<file path="config.mk">
export PLATFORM = sky130hd
export DESIGN_NAME = reduce_pipe
export DESIGN_NICKNAME = d
export VERILOG_FILES = /design/src/rtl/reduce_pipe.sv
export SDC_FILE = /design/constraint.sdc
export NUM_CORES = 1
export LEC_CHECK = 0
export ABC_AREA = 1
export BUFFER_PORTS_ARGS = -buffer_cell sky130_fd_sc_hd__buf_4
export CAP_MARGIN = 10
export CORE_MARGIN = 8
export CORE_UTILIZATION = 35
export CTS_CLUSTER_SIZE = 28
export DETAILED_ROUTE_END_ITERATION = 10
export PLACE_DENSITY = 0.52
export SYNTH_ARGS = -nofsm -noshare
export SYNTH_HDL_FRONTEND = slang
export SYNTH_SLANG_ARGS = --single-unit
</file>
<file path="constraint.sdc">
create_clock -name clk -period 1.7 [get_ports clk]
set_input_delay 0.17 -clock clk [delete_from_list [all_inputs] [get_ports clk]]
set_output_delay 0.17 -clock clk [all_outputs]
set_load 0.02 [all_outputs]
</file>
<file path="src/rtl/reduce_pipe.sv">
`default_nettype none
// ============================================================================
// Module   : reduce_pipe
// Purpose  : Pipelined N-input bit reduction (AND/OR/XOR/NAND) using a
//            fan-in-3 tree with one register per level. Successive beats of
//            a frame are folded into a single registered result flag.
// Revision : 1.0 - initial release
// ----------------------------------------------------------------------------
// Ports
//   clk        in   1   clock, rising edge
//   rst        in   1   asynchronous reset, active low
//   in_valid   in   1   beat present on in_data
//   in_ready   out  1   beat can be accepted this cycle (combinational)
//   in_data    in   N   bits to reduce
//   in_op      in   2   00 AND, 01 OR, 10 XOR, 11 NAND (first beat only)
//   in_last    in   1   final beat of the frame
//   out_valid  out  1   frame result available
//   out_ready  in   1   consumer accepts the result
//   out_data   out  1   frame reduction result
//   out_beats  out  16  beats in the frame, saturating at 65535
// ============================================================================
module reduce_pipe #(
    parameter int    UUID = 0,
    parameter string NAME = "",
    parameter int    N    = 8
) (
    input  logic         clk,
    input  logic         rst,
    input  logic         in_valid,
    output logic         in_ready,
    input  logic [N-1:0] in_data,
    input  logic [1:0]   in_op,
    input  logic         in_last,
    output logic         out_valid,
    input  logic         out_ready,
    output logic         out_data,
    output logic [15:0]  out_beats
);

    localparam logic [1:0] OP_AND  = 2'b00;
    localparam logic [1:0] OP_OR   = 2'b01;
    localparam logic [1:0] OP_XOR  = 2'b10;
    localparam logic [1:0] OP_NAND = 2'b11;

    // Live width after k fan-in-3 levels.
    function automatic int lvl_width(input int n, input int k);
        int w;
        w = n;
        for (int i = 0; i < k; i++) begin
            w = (w + 2) / 3;
        end
        return w;
    endfunction

    // ceil(log3 n); 64 inputs need 4 levels, so 8 iterations is ample.
    function automatic int num_levels(input int n);
        int w;
        int l;
        w = n;
        l = 0;
        for (int i = 0; i < 8; i++) begin
            if (w > 1) begin
                w = (w + 2) / 3;
                l++;
            end
        end
        return l;
    endfunction

    localparam int LEVELS = num_levels(N);

    if (N < 2 || N > 64) begin : g_n_check
        $error("reduce_pipe %s (uuid %0d): N=%0d outside 2..64", NAME, UUID, N);
    end

    // NAND is carried through the tree and accumulator as AND.
    function automatic logic red3(input logic [1:0] op, input logic a,
                                  input logic b, input logic c);
        logic r;
        case (op)
            OP_OR:   r = a | b | c;
            OP_XOR:  r = a ^ b ^ c;
            default: r = a & b & c;
        endcase
        return r;
    endfunction

    function automatic logic red2(input logic [1:0] op, input logic a, input logic b);
        logic r;
        case (op)
            OP_OR:   r = a | b;
            OP_XOR:  r = a ^ b;
            default: r = a & b;
        endcase
        return r;
    endfunction

    // Tree level registers: level k holds the output of reduction level k+1.
    logic [N-1:0]      lvl_data_q [LEVELS];
    logic [N-1:0]      lvl_data_d [LEVELS];
    logic [1:0]        lvl_op_q   [LEVELS];
    logic [1:0]        lvl_op_d   [LEVELS];
    logic [LEVELS-1:0] lvl_vld_q, lvl_vld_d;
    logic [LEVELS-1:0] lvl_last_q, lvl_last_d;

    logic        first_q, first_d;
    logic [1:0]  frame_op_q, frame_op_d;
    logic        acc_q, acc_d;
    logic        acc_active_q, acc_active_d;
    logic [15:0] cnt_q, cnt_d;
    logic        out_valid_q, out_valid_d;
    logic        out_data_q, out_data_d;
    logic [15:0] out_beats_q, out_beats_d;

    logic          stall;
    logic          accept;
    logic [1:0]    beat_op;
    logic [N-1:0]  src_data;
    logic [1:0]    src_op;
    logic          src_vld;
    logic          src_last;
    logic          pad;
    logic [3*N-1:0] ext;
    logic [1:0]    tail_op;
    logic          fold;
    logic [15:0]   cnt_next;

    always_comb begin
        stall    = out_valid_q & ~out_ready;
        in_ready = ~stall;
        accept   = in_valid & ~stall;
        // Later beats of a frame reuse the op latched on the first beat.
        beat_op  = first_q ? in_op : frame_op_q;

        first_d      = first_q;
        frame_op_d   = frame_op_q;
        lvl_vld_d    = lvl_vld_q;
        lvl_last_d   = lvl_last_q;
        acc_d        = acc_q;
        acc_active_d = acc_active_q;
        cnt_d        = cnt_q;
        out_valid_d  = out_valid_q;
        out_data_d   = out_data_q;
        out_beats_d  = out_beats_q;
        src_data     = '0;
        src_op       = OP_AND;
        src_vld      = 1'b0;
        src_last     = 1'b0;
        pad          = 1'b1;
        ext          = '0;
        for (int k = 0; k < LEVELS; k++) begin
            lvl_data_d[k] = lvl_data_q[k];
            lvl_op_d[k]   = lvl_op_q[k];
        end

        if (accept) begin
            if (first_q) begin
                frame_op_d = in_op;
            end
            first_d = in_last;
        end

        if (!stall) begin
            for (int k = 0; k < LEVELS; k++) begin
                if (k == 0) begin
                    src_data = in_data;
                    src_op   = beat_op;
                    src_vld  = accept;
                    src_last = in_last;
                end else begin
                    src_data = lvl_data_q[(k == 0) ? 0 : k - 1];
                    src_op   = lvl_op_q[(k == 0) ? 0 : k - 1];
                    src_vld  = lvl_vld_q[(k == 0) ? 0 : k - 1];
                    src_last = lvl_last_q[(k == 0) ? 0 : k - 1];
                end
                // Missing inputs take the identity element of the operation.
                pad = (src_op == OP_AND) || (src_op == OP_NAND);
                ext = {(3*N){pad}};
                for (int i = 0; i < N; i++) begin
                    if (i < lvl_width(N, k)) begin
                        ext[i] = src_data[i];
                    end
                end
                lvl_data_d[k] = '0;
                for (int j = 0; j < N; j++) begin
                    if (j < lvl_width(N, k + 1)) begin
                        lvl_data_d[k][j] = red3(src_op, ext[3*j], ext[3*j+1], ext[3*j+2]);
                    end
                end
                lvl_vld_d[k]  = src_vld;
                lvl_last_d[k] = src_last;
                lvl_op_d[k]   = src_op;
            end
        end

        tail_op  = lvl_op_q[LEVELS-1];
        fold     = acc_active_q ? red2(tail_op, acc_q, lvl_data_q[LEVELS-1][0])
                                : lvl_data_q[LEVELS-1][0];
        cnt_next = acc_active_q ? ((cnt_q == 16'hFFFF) ? cnt_q : cnt_q + 16'd1)
                                : 16'd1;

        if (!stall) begin
            // Not stalled means any pending result is consumed on this edge.
            out_valid_d = 1'b0;
            if (lvl_vld_q[LEVELS-1]) begin
                if (lvl_last_q[LEVELS-1]) begin
                    out_valid_d  = 1'b1;
                    out_data_d   = (tail_op == OP_NAND) ? ~fold : fold;
                    out_beats_d  = cnt_next;
                    acc_d        = 1'b0;
                    acc_active_d = 1'b0;
                    cnt_d        = 16'd0;
                end else begin
                    acc_d        = fold;
                    acc_active_d = 1'b1;
                    cnt_d        = cnt_next;
                end
            end
        end
    end

    always_ff @(posedge clk or negedge rst) begin
        if (!rst) begin
            for (int k = 0; k < LEVELS; k++) begin
                lvl_data_q[k] <= '0;
                lvl_op_q[k]   <= OP_AND;
            end
            lvl_vld_q    <= '0;
            lvl_last_q   <= '0;
            first_q      <= 1'b1;
            frame_op_q   <= OP_AND;
            acc_q        <= 1'b0;
            acc_active_q <= 1'b0;
            cnt_q        <= 16'd0;
            out_valid_q  <= 1'b0;
            out_data_q   <= 1'b0;
            out_beats_q  <= 16'd0;
        end else begin
            for (int k = 0; k < LEVELS; k++) begin
                lvl_data_q[k] <= lvl_data_d[k];
                lvl_op_q[k]   <= lvl_op_d[k];
            end
            lvl_vld_q    <= lvl_vld_d;
            lvl_last_q   <= lvl_last_d;
            first_q      <= first_d;
            frame_op_q   <= frame_op_d;
            acc_q        <= acc_d;
            acc_active_q <= acc_active_d;
            cnt_q        <= cnt_d;
            out_valid_q  <= out_valid_d;
            out_data_q   <= out_data_d;
            out_beats_q  <= out_beats_d;
        end
    end

    assign out_valid = out_valid_q;
    assign out_data  = out_data_q;
    assign out_beats = out_beats_q;

endmodule
`default_nettype wire
</file>
==> reports/qor.yml <==
outcome: "finished clean"
required_ps: 1910
clk_latency_ps: 310
syn-instance-count: 390
grt_pass1_vias: 2501
antenna_found_initial: 0
synth.top_cells.by_area: "dfrtp_1 (42%), nand2_1 (15%), ha_1 (7.5%)"
critPathSlowestCell: "dfstp_2"
firstDrtPassIters: 4
clockBufferDepth: 2
start_util: 0.363
clock.fmax_ghz: 0.635
dp_hpwl_um: 5080
hp-class: "input port to flip-flop"
synth_area_um2: 3000
die-area_um2: 11800
crit_family: "flip-flops"
worst_slack_ps: 125
ys_warn_count: 0
drt.antenna.violating_nets: 0
crit_path_max_incr_delay_ps: 580
rows: 33
clkSinkCount: 51
endpoint_kind: "flip-flop"
worstSetupStartpointType: "flip-flop"
grt_max_degree: 52
via_per_inst: 4.66
period_share: 0.926
first_iter_violations: 108
gp_congestion: 0.827
fp.dieW_um: 109
num_vias: 2511
tightest_slew_ps: 677
antenna_cells: 0
yosys.area.top_type: "dfrtp_1"
maxSlewHeadroom: 0.549
overflow: 0
cts_setup_buffers: 0
p_leak_nw: 1.93
detail_route.wl_per_cell_um: 12.6
synth-main-ff-cell: "dfrtp_1"
finalSetupTns_ps: 0
synth_common_cells: "nand2_1 (121), inv_1 (52), dfrtp_1 (50), nand3_1 (44), o21ai_0 (23)"
drive_above_1_share: 0.187
powerDensity_nw_per_um2: 1210
ir_drop_v: 0.000612
wirelength_um: 6810
path_class: "flip-flop to flip-flop"
synthToLayoutAreaGrowth_pct: 18.8
cts_tree: "built"
synth_seq_cells: 51
fp.dieH_um: 109
setup_violations: 0
design_area_um2: 3570
place_ws_ps: 64.1
port_buffers: 33
drc_errors: 0
syn-num-nets: 423
cts_root_buf: "clkbuf_8"
synth_edf_count: 0
fin_nets: 466
place_area_um2: 3420
synthArstFlopShare: 1.00
synth.most_common_cell: "nand2_1"
cts_buffers: 5
cp_max_fo: 6
grt_pass1_wl_um: 11700
max_cap_viol_count: 0
fin_crit_ps: 1570
finClkSkew_ps: 7.90
rsz0062_at_grt: "false"
synth_top_cell_area_share: 0.417
h-tree-depth: 2
boundaryPins: 34
path_cells: "nand2_1 > o21ai_2 > inv_1 > ha_1 > a21oi_1 > o21ai_0 > o21a_1"
finalMaxSlewViolations: 0
yosysUniqueCellTypes: 31
hold_violations: 0
ys_seq_area_frac: 0.426
cp.arrival_ps: 1790
critical_path.n_buffers_inverters: 1
core_um2: 8260
grt.total_usage: 0.124
clk_pin_slew_ps: 100
postSynthAreaPerCell_um2: 7.70
-- what timing repair did --
| action | 4_1_cts | 5_1_grt |
|---|---|---|
| hold endpoints to repair | 50 | 0 |
| setup endpoints to repair | 0 | 11 |
| resized for setup | 0 | 6 |
| hold buffers | 1 | 0 |
-- per-stage QoR --
| step | utilization | hold WS (ps) | std cells | total power, mW |
|---|---|---|---|---|
| after global routing | 0.432 | 76.5 | 539 | 4.70 |
| after CTS | 0.431 | 54.2 | 539 | 4.39 |
| after detailed placement | 0.415 | 266 | 530 | 3.47 |
| final | 0.432 | 59.7 | 539 | 4.32 |
| after global placement | 0.415 | 260 | 530 | 3.44 |
| after floorplan | - | -126 | 390 | 2.87 |
-- worst paths after layout --
kind / end / slack (ps) / cells past startpoint / start
max: lvl_data_q[10] / 130 / 7 / first_q
min: lvl_last_q[0] / 60 / 3 / in_last
max reg2reg: lvl_data_q[10] / 130 / 7 / first_q
min reg2reg: lvl_last_q[0] / 490 / 2 / lvl_last_q[0]
max in group asynchronous: cnt_q[12] / 810 / 2 / rst
min in group asynchronous: out_beats[2] / 430 / 2 / rst
-- state kept, by name, indices dropped and copies added (netlist names) --
signal,count
tail_op,2
first_q,1
frame_op_q,2
lvl_vld_q,2
out_beats,16
lvl_op_q,2
out_valid,1
acc_active_q,1
lvl_last_q,2
acc_q,1
cnt_q,16
lvl_data_q,4
out_data,1
-- tightest hold or removal path, cell delays in order --
cell	delay, ps
buf_4	80
nand2_1	40
nand2_1	50
-- routing by layer --
layer	part of all wire	GRT usage
met2	0.45	0.195
met5	0	0
met4	0.0079	0.0362
met1	0.50	0.169
met3	0.041	0.0232
-- cell families after synthesis --
| group | count (synthesis) | synth area share |
|---|---|---|
| simple gates | 212 | 0.328 |
| buf+inv | 65 | 0.0892 |
| flops | 51 | 0.426 |
| compound gates | 39 | 0.0667 |
| fa+ha+maj | 18 | 0.0750 |
| xor+xnor | 4 | 0.0117 |
| mux | 1 | 0.00375 |
-- report_power, final --
group | switching (mW) | internal (mW) | total, mW | leakage, nW
Clock | 0.425 | 0.485 | 0.909 | 0.0618
Sequential | 0.187 | 1.47 | 1.66 | 0.671
Combinational | 1.09 | 0.660 | 1.75 | 1.20
Total | 1.70 | 2.62 | 4.32 | 1.93
-- final cells by class --
cell class / count / area, µm²
well taps: 105 / 131
inverters: 55 / 211
clock inverters: 2 / 38.8
flip-flops and latches: 51 / 1280
fillers: 864 / 4690
repair buffers: 46 / 360
clock buffers: 6 / 82.6
multi-input cells: 274 / 1460
-- cell usage in the layout (no fill, tap or decap), types with 2 or more instances in the layout --
master	Yosys	final
a21oi_1	10	10
buf_4	2	44
clkbuf_8	0	6
dfrtp_1	50	50
ha_1	18	18
inv_1	52	52
inv_4	1	2
nand2_1	121	121
nand2_2	4	4
nand2_4	2	2
nand3_1	44	44
nand3_2	6	6
nand4_1	6	6
nor2_1	16	16
nor2_2	3	3
nor2_4	5	5
nor3_1	2	2
o21ai_0	23	21
o21ai_1	3	3
o21ai_2	0	2
o22ai_1	2	2
xor2_1	3	3
(Power assumes the default switching activity.)
